===== config.mk =====
export PLATFORM = sky130hd
export DESIGN_NAME = light_sequence_monitor
export DESIGN_NICKNAME = d
export VERILOG_FILES = /design/src/rtl/light_sequence_monitor.sv
export SDC_FILE = /design/constraint.sdc
export NUM_CORES = 1
export LEC_CHECK = 0
export CORE_ASPECT_RATIO = 2
export CORE_MARGIN = 10
export CORE_UTILIZATION = 50
export CTS_CLUSTER_SIZE = 8
export DETAILED_ROUTE_END_ITERATION = 6
export MAX_ROUTING_LAYER = met4
export PLACE_DENSITY = 0.72
export SYNTH_ARGS = -nofsm -noshare
export SYNTH_HDL_FRONTEND = slang
export SYNTH_SLANG_ARGS = --single-unit
export TNS_END_PERCENT = 50

===== constraint.sdc =====
create_clock -name clk -period 5.4 [get_ports clk]
set_input_delay 1.35 -clock clk [delete_from_list [all_inputs] [get_ports clk]]
set_output_delay 1.35 -clock clk [all_outputs]
set_load 0.01 [all_outputs]

===== src/rtl/light_sequence_monitor.sv =====
// Watches the main/minor lamp buses of a two-road signal and latches the first
// sequencing or timing fault, driving flashing red until acknowledged.
module light_sequence_monitor #(
  parameter int MIN_MAIN_GREEN  = 50,
  parameter int MIN_MINOR_GREEN = 30,
  parameter int MAX_MINOR_GREEN = 30,
  parameter int YELLOW_TIME     = 10,
  parameter int FLASH_HALF      = 8
) (
  input  logic       clk,
  input  logic       rst_n,
  input  logic [2:0] main_lights,
  input  logic [2:0] minor_lights,
  input  logic       fault_clr,
  output logic       fault,
  output logic [2:0] fault_code,
  output logic       flash_red,
  output logic [7:0] phase_cycles,
  output logic [1:0] dbg_state
);

  // Handshake: none; every input is a level sampled on each rising clk edge.
  typedef enum logic [1:0] {ST_MONITOR = 2'd0, ST_FAULT = 2'd1, ST_RESYNC = 2'd2} state_t;
  typedef enum logic [1:0] {PH_MG = 2'd0, PH_MY = 2'd1, PH_NG = 2'd2, PH_NY = 2'd3} phase_t;

  localparam logic [7:0] L_MIN_MAIN  = 8'(MIN_MAIN_GREEN);
  localparam logic [7:0] L_MIN_MINOR = 8'(MIN_MINOR_GREEN);
  localparam logic [7:0] L_MAX_MINOR = 8'(MAX_MINOR_GREEN);
  localparam logic [7:0] L_YELLOW    = 8'(YELLOW_TIME);
  localparam logic [7:0] L_FLASH_END = 8'(FLASH_HALF - 1);

  state_t      r_state,      w_state_nxt;
  phase_t      r_phase_q,    w_phase_q_nxt;
  logic [7:0]  r_dwell,      w_dwell_nxt;
  logic        r_fault,      w_fault_nxt;
  logic [2:0]  r_fault_code, w_fault_code_nxt;
  logic        r_flash,      w_flash_nxt;
  logic [7:0]  r_flash_cnt,  w_flash_cnt_nxt;

  logic        w_conflict;
  logic        w_legal;
  phase_t      w_phase;
  phase_t      w_next_ph;
  logic [7:0]  w_min_dwell;
  logic [2:0]  w_mon_code;

  assign w_conflict = (main_lights != 3'b100) && (minor_lights != 3'b100);
  assign w_next_ph  = phase_t'(r_phase_q + 2'd1);

  always_comb begin
    w_legal = 1'b1;
    w_phase = PH_MG;
    case ({main_lights, minor_lights})
      6'b001_100: w_phase = PH_MG;
      6'b010_100: w_phase = PH_MY;
      6'b100_001: w_phase = PH_NG;
      6'b100_010: w_phase = PH_NY;
      default:    w_legal = 1'b0;
    endcase
  end

  always_comb begin
    w_min_dwell = L_YELLOW;
    case (r_phase_q)
      PH_MG:   w_min_dwell = L_MIN_MAIN;
      PH_NG:   w_min_dwell = L_MIN_MINOR;
      default: w_min_dwell = L_YELLOW;
    endcase
  end

  // Nested ifs encode the cause priority conflict > illegal > order > short > overrun.
  always_comb begin
    w_mon_code = 3'd0;
    if (w_conflict)                    w_mon_code = 3'd2;
    else if (!w_legal)                 w_mon_code = 3'd1;
    else if (w_phase != r_phase_q) begin
      if (w_phase != w_next_ph)        w_mon_code = 3'd3;
      else if (r_dwell < w_min_dwell)  w_mon_code = 3'd4;
    end else begin
      if (((w_phase == PH_MY) || (w_phase == PH_NY)) && (r_dwell >= L_YELLOW))
        w_mon_code = 3'd5;
      else if ((w_phase == PH_NG) && (r_dwell >= L_MAX_MINOR))
        w_mon_code = 3'd5;
    end
  end

  always_comb begin
    w_state_nxt      = r_state;
    w_phase_q_nxt    = r_phase_q;
    w_dwell_nxt      = r_dwell;
    w_fault_nxt      = r_fault;
    w_fault_code_nxt = r_fault_code;
    w_flash_nxt      = r_flash;
    w_flash_cnt_nxt  = r_flash_cnt;
    case (r_state)
      ST_MONITOR: begin
        if (w_mon_code != 3'd0) begin
          w_state_nxt      = ST_FAULT;
          w_fault_nxt      = 1'b1;
          w_fault_code_nxt = w_mon_code;
          w_flash_nxt      = 1'b1;
          w_flash_cnt_nxt  = 8'd0;
        end else if (w_phase == r_phase_q) begin
          w_dwell_nxt = (r_dwell == 8'hFF) ? 8'hFF : r_dwell + 8'd1;
        end else begin
          w_phase_q_nxt = w_phase;
          w_dwell_nxt   = 8'd1;
        end
      end
      ST_FAULT: begin
        if (fault_clr) begin
          w_state_nxt      = ST_RESYNC;
          w_fault_nxt      = 1'b0;
          w_fault_code_nxt = 3'd0;
          w_flash_nxt      = 1'b0;
          w_flash_cnt_nxt  = 8'd0;
          w_dwell_nxt      = 8'd0;
        end else if (r_flash_cnt == L_FLASH_END) begin
          w_flash_nxt     = ~r_flash;
          w_flash_cnt_nxt = 8'd0;
        end else begin
          w_flash_cnt_nxt = r_flash_cnt + 8'd1;
        end
      end
      ST_RESYNC: begin
        w_dwell_nxt = 8'd0;
        if (w_conflict) begin
          w_state_nxt      = ST_FAULT;
          w_fault_nxt      = 1'b1;
          w_fault_code_nxt = 3'd2;
          w_flash_nxt      = 1'b1;
          w_flash_cnt_nxt  = 8'd0;
        end else if (w_legal && (w_phase == PH_MG)) begin
          w_state_nxt   = ST_MONITOR;
          w_phase_q_nxt = PH_MG;
          w_dwell_nxt   = 8'd1;
        end
      end
      default: w_state_nxt = ST_MONITOR;
    endcase
  end

  always_ff @(posedge clk or negedge rst_n) begin
    if (!rst_n) begin
      r_state      <= ST_MONITOR;
      r_phase_q    <= PH_MG;
      r_dwell      <= 8'd0;
      r_fault      <= 1'b0;
      r_fault_code <= 3'd0;
      r_flash      <= 1'b0;
      r_flash_cnt  <= 8'd0;
    end else begin
      r_state      <= w_state_nxt;
      r_phase_q    <= w_phase_q_nxt;
      r_dwell      <= w_dwell_nxt;
      r_fault      <= w_fault_nxt;
      r_fault_code <= w_fault_code_nxt;
      r_flash      <= w_flash_nxt;
      r_flash_cnt  <= w_flash_cnt_nxt;
    end
  end

  assign fault        = r_fault;
  assign fault_code   = r_fault_code;
  assign flash_red    = r_flash;
  assign phase_cycles = r_dwell;
  assign dbg_state    = r_state;

endmodule


Word level (Yosys, flattened, before mapping)
Cells that the tools add are included.
{ "word_totals": {"ff_bits": 25, "in_bits": 9, "out_inout_bits": 15, "wordCells": 100} }
{ "op_classes": {"addsub": 3, "magnitude_cmp": 3, "n_eq_ne": 26, "n_mux": 42, "bitwise": 1, "n_reduce_logical": 18} }
{ "op_table": {"columns": ["op", "count"], "rows": [
  ["$mux W8", 8],
  ["$pmux W8 S3", 2],
  ["$mux W3", 10],
  ["$add A8 B1 Y8 const B", 2],
  ["$mux W2", 7],
  ["$ne A2 B2 Y1 const B", 7],
  ["$eq A6 B6 Y1 const B", 2],
  ["$ne A3 B3 Y1 const B", 4],
  ["$pmux W2 S3", 2],
  ["$pmux W6 S2", 1],
  ["$pmux W3 S3", 1],
  ["$reduce_and A3 Y1", 3],
  ["$eq A2 B2 Y1 const B", 4],
  ["$eq A8 B3 Y1 const B", 1],
  ["$eq A8 B8 Y1 const B", 1],
  ["$ge A8 B4 Y1 const B", 1],
  ["$ge A8 B5 Y1 const B", 1],
  ["$lt A8 B8 Y1", 1],
  ["$mux W1", 8],
  ["$reduce_and A4 Y1", 2],
  ["$eq A6 B4 Y1 const B", 1],
  ["$eq A6 B5 Y1 const B", 1],
  ["$logic_not A2 Y1", 3],
  ["$pmux W1 S3", 2],
  ["other kinds (12)", 18]
]} }

Longest topological paths before layout
{ "depth": {"ltp_word": 12, "ltp_mapped": 13, "depth_no_buf": 11} }

Worst setup path after synthesis
No wires, ideal clock.
{ "synth_timing": {"path_kind": "input port to flip-flop", "startpoint": "in main_lights[0]", "endpoint": "reg r_fault_code[0], in the netlist fault_code[0]", "setup_ns": 0.128, "arrival_ns": 3.231, "required_ns": 5.272, "path_slack_ns": 2.042, "path_stages": 8, "path_buffers": 2, "cell_sequence": "buf_2 > nor4b_4 > o21ai_2 > or3_4 > and3_4 > buf_6 > a211oi_4 > mux2_1"} }
{ "synth_via": {"elab_chain_len": 12, "elab_cells_between_ends": 29, "cone_classes": "eq/ne (12); mux (10); reduce/logical (7)"} }
{ "synth_rtl": {"columns": ["element", "line_no", "source"], "rows": [
  ["start: declaration", "12", "input logic [2:0] main_lights,"],
  ["$eq A6 B6 Y1 or $eq A6 B5 Y1 (tied branches)", "53", "case ({main_lights, minor_lights})"],
  ["$pmux W2 S3", "53", null],
  ["$eq A2 B2 Y1, or another cell as far along", "82", "else if ((w_phase == PH_NG) && (r_dwell >= L_MAX_MINOR))"],
  ["$logic_and A1 B1 Y1 or $logic_or A1 B1 Y1 (tied branches)", "82, 80", null],
  ["$mux W3 or $logic_and A1 B1 Y1 (tied branches)", "82, 80", null],
  ["$mux W3", "80", "if (((w_phase == PH_MY) || (w_phase == PH_NY)) && (r_dwell >= L_YELLOW))"],
  ["$mux W3", "76", "else if (w_phase != r_phase_q) begin"],
  ["$mux W3", "75", "else if (!w_legal) w_mon_code = 3'd1;"],
  ["$mux W3", "74", "if (w_conflict) w_mon_code = 3'd2;"],
  ["$reduce_bool A3 Y1", "97", "if (w_mon_code != 3'd0) begin"],
  ["$ne A2 B2 Y1 (no source line)", null, null],
  ["$reduce_and A4 Y1 (no source line)", null, null],
  ["end signal: assignment", "157", "r_fault_code <= w_fault_code_nxt;"],
  ["end: declaration", "36", "logic [2:0] r_fault_code, w_fault_code_nxt;"]
]} }
Several ways; a longest one is shown, not always the timed one. The select of a mux whose other input is x is not followed.
A chain may end at the register's enable or synchronous reset.

Worst setup path in the final report
{ "layout_timing": {"startpoint": "in minor_lights[2]", "endpoint": "reg r_dwell[0], in the netlist phase_cycles[0]"} }
{ "layout_via": {"elab_chain_len": 12, "elab_cells_between_ends": 34, "cone_classes": "eq/ne (12); mux (13); reduce/logical (9)"} }
{ "layout_rtl": {"columns": ["element", "line_no", "source"], "rows": [
  ["start: declaration", "13", "input logic [2:0] minor_lights,"],
  ["$eq A6 B6 Y1 or $eq A6 B5 Y1 (tied branches)", "53", null],
  ["$pmux W2 S3", "53", null],
  ["$eq A2 B2 Y1, or another cell as far along", "82", null],
  ["$logic_and A1 B1 Y1 or $logic_or A1 B1 Y1 (tied branches)", "82, 80", null],
  ["$mux W3 or $logic_and A1 B1 Y1 (tied branches)", "82, 80", null],
  ["$mux W3", "80", null],
  ["$mux W3", "76", null],
  ["$mux W3", "75", null],
  ["$mux W3", "74", null],
  ["$reduce_bool A3 Y1", "97", null],
  ["$ne A2 B2 Y1 (no source line)", null, null],
  ["$reduce_and A3 Y1 (no source line)", null, null],
  ["end signal: assignment", "155", "r_dwell <= w_dwell_nxt;"],
  ["end: declaration", "34", "logic [7:0] r_dwell, w_dwell_nxt;"]
]} }
Several ways; a longest one is shown, not always the timed one. The select of a mux whose other input is x is not followed.

==> results.sh <==
export IMPL_r2r_end="phase_cycles[0]"
export IMPL_drive_gt1_frac=0.0682
export IMPL_grt_overflow=0
export IMPL_min_from="fault_code[0]"
export IMPL_initial_core_util=0.517
export IMPL_synth_flop_cell="dfrtp_1"
export IMPL_grt_pass1_wl_um=9340
export IMPL_yosysSeqAreaShare=0.296
export IMPL_worstPathRequired_ns=5.57
export IMPL_tightest_slew_ns=0.759
export IMPL_slew_violations=0
export IMPL_antennaDiodeCount=0
export IMPL_yosysWarnings=0
export IMPL_cts_resized=0
export IMPL_synth_distinct_cells=62
export IMPL_grt_pass1_vias=1911
export IMPL_cts_root_buf="clkbuf_8"
export IMPL_core_area_sq_mm=0.00409
export IMPL_status="complete, no violations"
export IMPL_post_route_drc_count=0
export IMPL_period_needed_ns=4.02
export IMPL_synth_fp_nets=267
export IMPL_synth_largest_area_cell="dfrtp_1"
export IMPL_finalWeightedCongestion=0.945
export IMPL_path_cells="clkdlybuf4s50_1, and4bb_1, o21ai_4, o22a_1, nand3b_1, and3_1, a31o_2, mux2_2"
export IMPL_worstReg2RegStart="r_phase_q[0]"
export IMPL_drtIter0Drc=68
export IMPL_synth_most_common_cell="dfrtp_1"
export IMPL_hold_depth=1
export IMPL_async_reset_ff_frac=1.00
export IMPL_final_nets=287
export IMPL_worstPathArrival_ns=4.19
export IMPL_drtPass1Iterations=4
export IMPL_reg2reg_setup_slack_ns=2.22
export IMPL_cpPeakStageDelay_ns=0.67
export IMPL_fp_dieH_um=112
export IMPL_worstRegToRegCells=11
export IMPL_rsz0062_at_grt="no"
export IMPL_routed_via_density=6.44
export IMPL_worstSetupPathType="in2reg"
export IMPL_syn_area_sq_mm=0.00211
export IMPL_cts_tree="built"
export IMPL_stdcell_area_sq_mm=0.00241
export IMPL_end_kind="flip-flop"
export IMPL_drv_cap=0
export IMPL_fin_total_pwr_uw=931
export IMPL_area_growth_syn_to_layout_pct=14.3
export IMPL_avgRoutedWirePerCell_um=17.7
export IMPL_fill_cells=367
export IMPL_critPathMaxFanout=20
export IMPL_crit_start="minor_lights[2]"
export IMPL_htree_levels=1
export IMPL_synthTopCellsByCount="dfrtp_1, nand2_1, nor2_1"
export IMPL_syn_avg_cell_area_sq_um=8.63
export IMPL_ir_worst_vdd_v=0.000293
export IMPL_hold_viol=0
export IMPL_slew_headroom=0.494
export IMPL_dr_total_vias=2034
export IMPL_ys_ff_latch=25
export IMPL_cts_buffer_depth=2
export IMPL_fmax_mhz=249
export IMPL_die_area_sq_mm=0.00738
export IMPL_clk_latency_ns=0.29
export IMPL_grt_max_degree=26
export IMPL_ios=24
export IMPL_track_usage=0.159
export IMPL_antenna_left=0
export IMPL_synth_edff_count=0
export IMPL_num_rows=33
export IMPL_numCtsBuffers=3
export IMPL_synth_area_leaders="dfrtp_1, ha_1, nand2_1"
export IMPL_leakage_uw=0.00103
export IMPL_crit_slowest_cell="and3_1"
export IMPL_cts_sinks=25
export IMPL_clk_pin_slew_worst_paths_ns=0.11
export IMPL_yosysTopAreaCellShare=0.296
export IMPL_setup_viol=0
export IMPL_p_per_area_mw_per_mm2=386
export IMPL_setup_ws_ns=1.38
export IMPL_hold_path_end="fault_code[0]"
export IMPL_dp_slack_ns=1.11
export IMPL_holdBufCountCts=0
export IMPL_dpl_cell_area_sq_mm=0.00236
export IMPL_start_kind="input port"
export IMPL_postSynthCellCount=245
export IMPL_post_cts_setup_buffer_count=0
export IMPL_hpwl_um=4300
export IMPL_fin_crit_sh=0.744
export IMPL_finalWirelength_um=5600
export IMPL_tns_ns=0
export IMPL_portBuffers=23
export IMPL_die_width_um=66.0
export IMPL_hp_class="reg2reg"
export IMPL_clock_skew_ns=0.0113
export IMPL_antenna_found_initial=0
[cell type report]
type                       count  area, sq um  area share
clock buffer                   3         41.3      0.0171
inverter                      12         45.0      0.0187
timing repair buffer          24          238      0.0984
clock inverter                 1         8.76     0.00363
multi-input combinational    199         1390       0.576
sequential                    25          626       0.259
tap                           52         65.1      0.0269
[registers in the layout, summed over array words and instances (netlist names)]
name / flops
fault: 1
flash_red: 1
r_phase_q: 2
phase_cycles: 8
r_flash_cnt: 8
fault_code: 3
dbg_state: 2
[placed cells by master, fill, tap and decap left out, types with 3 or more instances in the layout]
cell             count
o21ai_0             17
nor3_1               3
a21oi_1             11
clkbuf_8             3
a31oi_1              3
nand4_1              7
a221o_1              4
nand3_1             14
and3_1              11
a22oi_1              5
inv_1               12
mux2_1               3
nor2b_1              4
a211oi_1             4
nand2b_1             3
nor2_1              19
ha_1                13
dfrtp_1             25
mux2_2               3
a32o_1               4
xnor2_1              3
clkdlybuf4s50_1     23
nand2_1             24
[per-stage QoR]
step,hold slack [ns],utilization,cells
3_5_place_dp,0.474,0.579,312
3_3_place_gp,0.470,0.579,312
2_1_floorplan,0.489,-,245
5_1_grt,0.524,0.591,316
4_1_cts,0.498,0.591,316
6_report,0.495,0.591,316
[worst max-delay path by stage]
| stage | end | slack, ns | cells past startpoint |
|---|---|---|---|
| global placement | phase_cycles[0] | 1.18 | 8 |
| CTS | phase_cycles[0] | 1.41 | 8 |
| global route | phase_cycles[0] | 1.23 | 8 |
| floorplan | fault_code[0] | 2.04 | 8 |
| detailed placement | phase_cycles[0] | 1.11 | 8 |
| finish | phase_cycles[0] | 1.38 | 8 |
[critical path: cells and delay by family]
family,cells,cell delay (ns)
buffers and inverters,1,0.63
AND/OR/NAND/NOR,3,1.06
AO/OA/AOI/OAI,3,0.78
multiplexers,1,0.35
[cell families after synthesis]
kind of cell	Yosys count	synth area share
flip-flops	25	0.296
multiplexers	8	0.0414
XOR/XNOR	4	0.0166
AND/OR/NAND/NOR	101	0.263
adder cells (fa/ha/maj)	13	0.0770
buffers and inverters	21	0.0456
AO/OA/AOI/OAI	73	0.261
[report_power, final]
part	internal [uW]	total, uW	switching (uW)
Clock	54.4	126	71.4
Combinational	224	546	322
Sequential	223	260	37.0
Total	501	931	430
[per-layer routing]
metal | vias up | routed length [um] | global-route usage | share of wire
li1 | 968 | - | - | -
met1 | 980 | 2130 | 0.169 | 0.38
met2 | 57 | 3070 | 0.278 | 0.55
met3 | 29 | 167 | 0.0171 | 0.030
met4 | 0 | 233 | 0.0788 | 0.042
met5 | - | 0 | - | 0
Power figures use the tool's default switching activity.
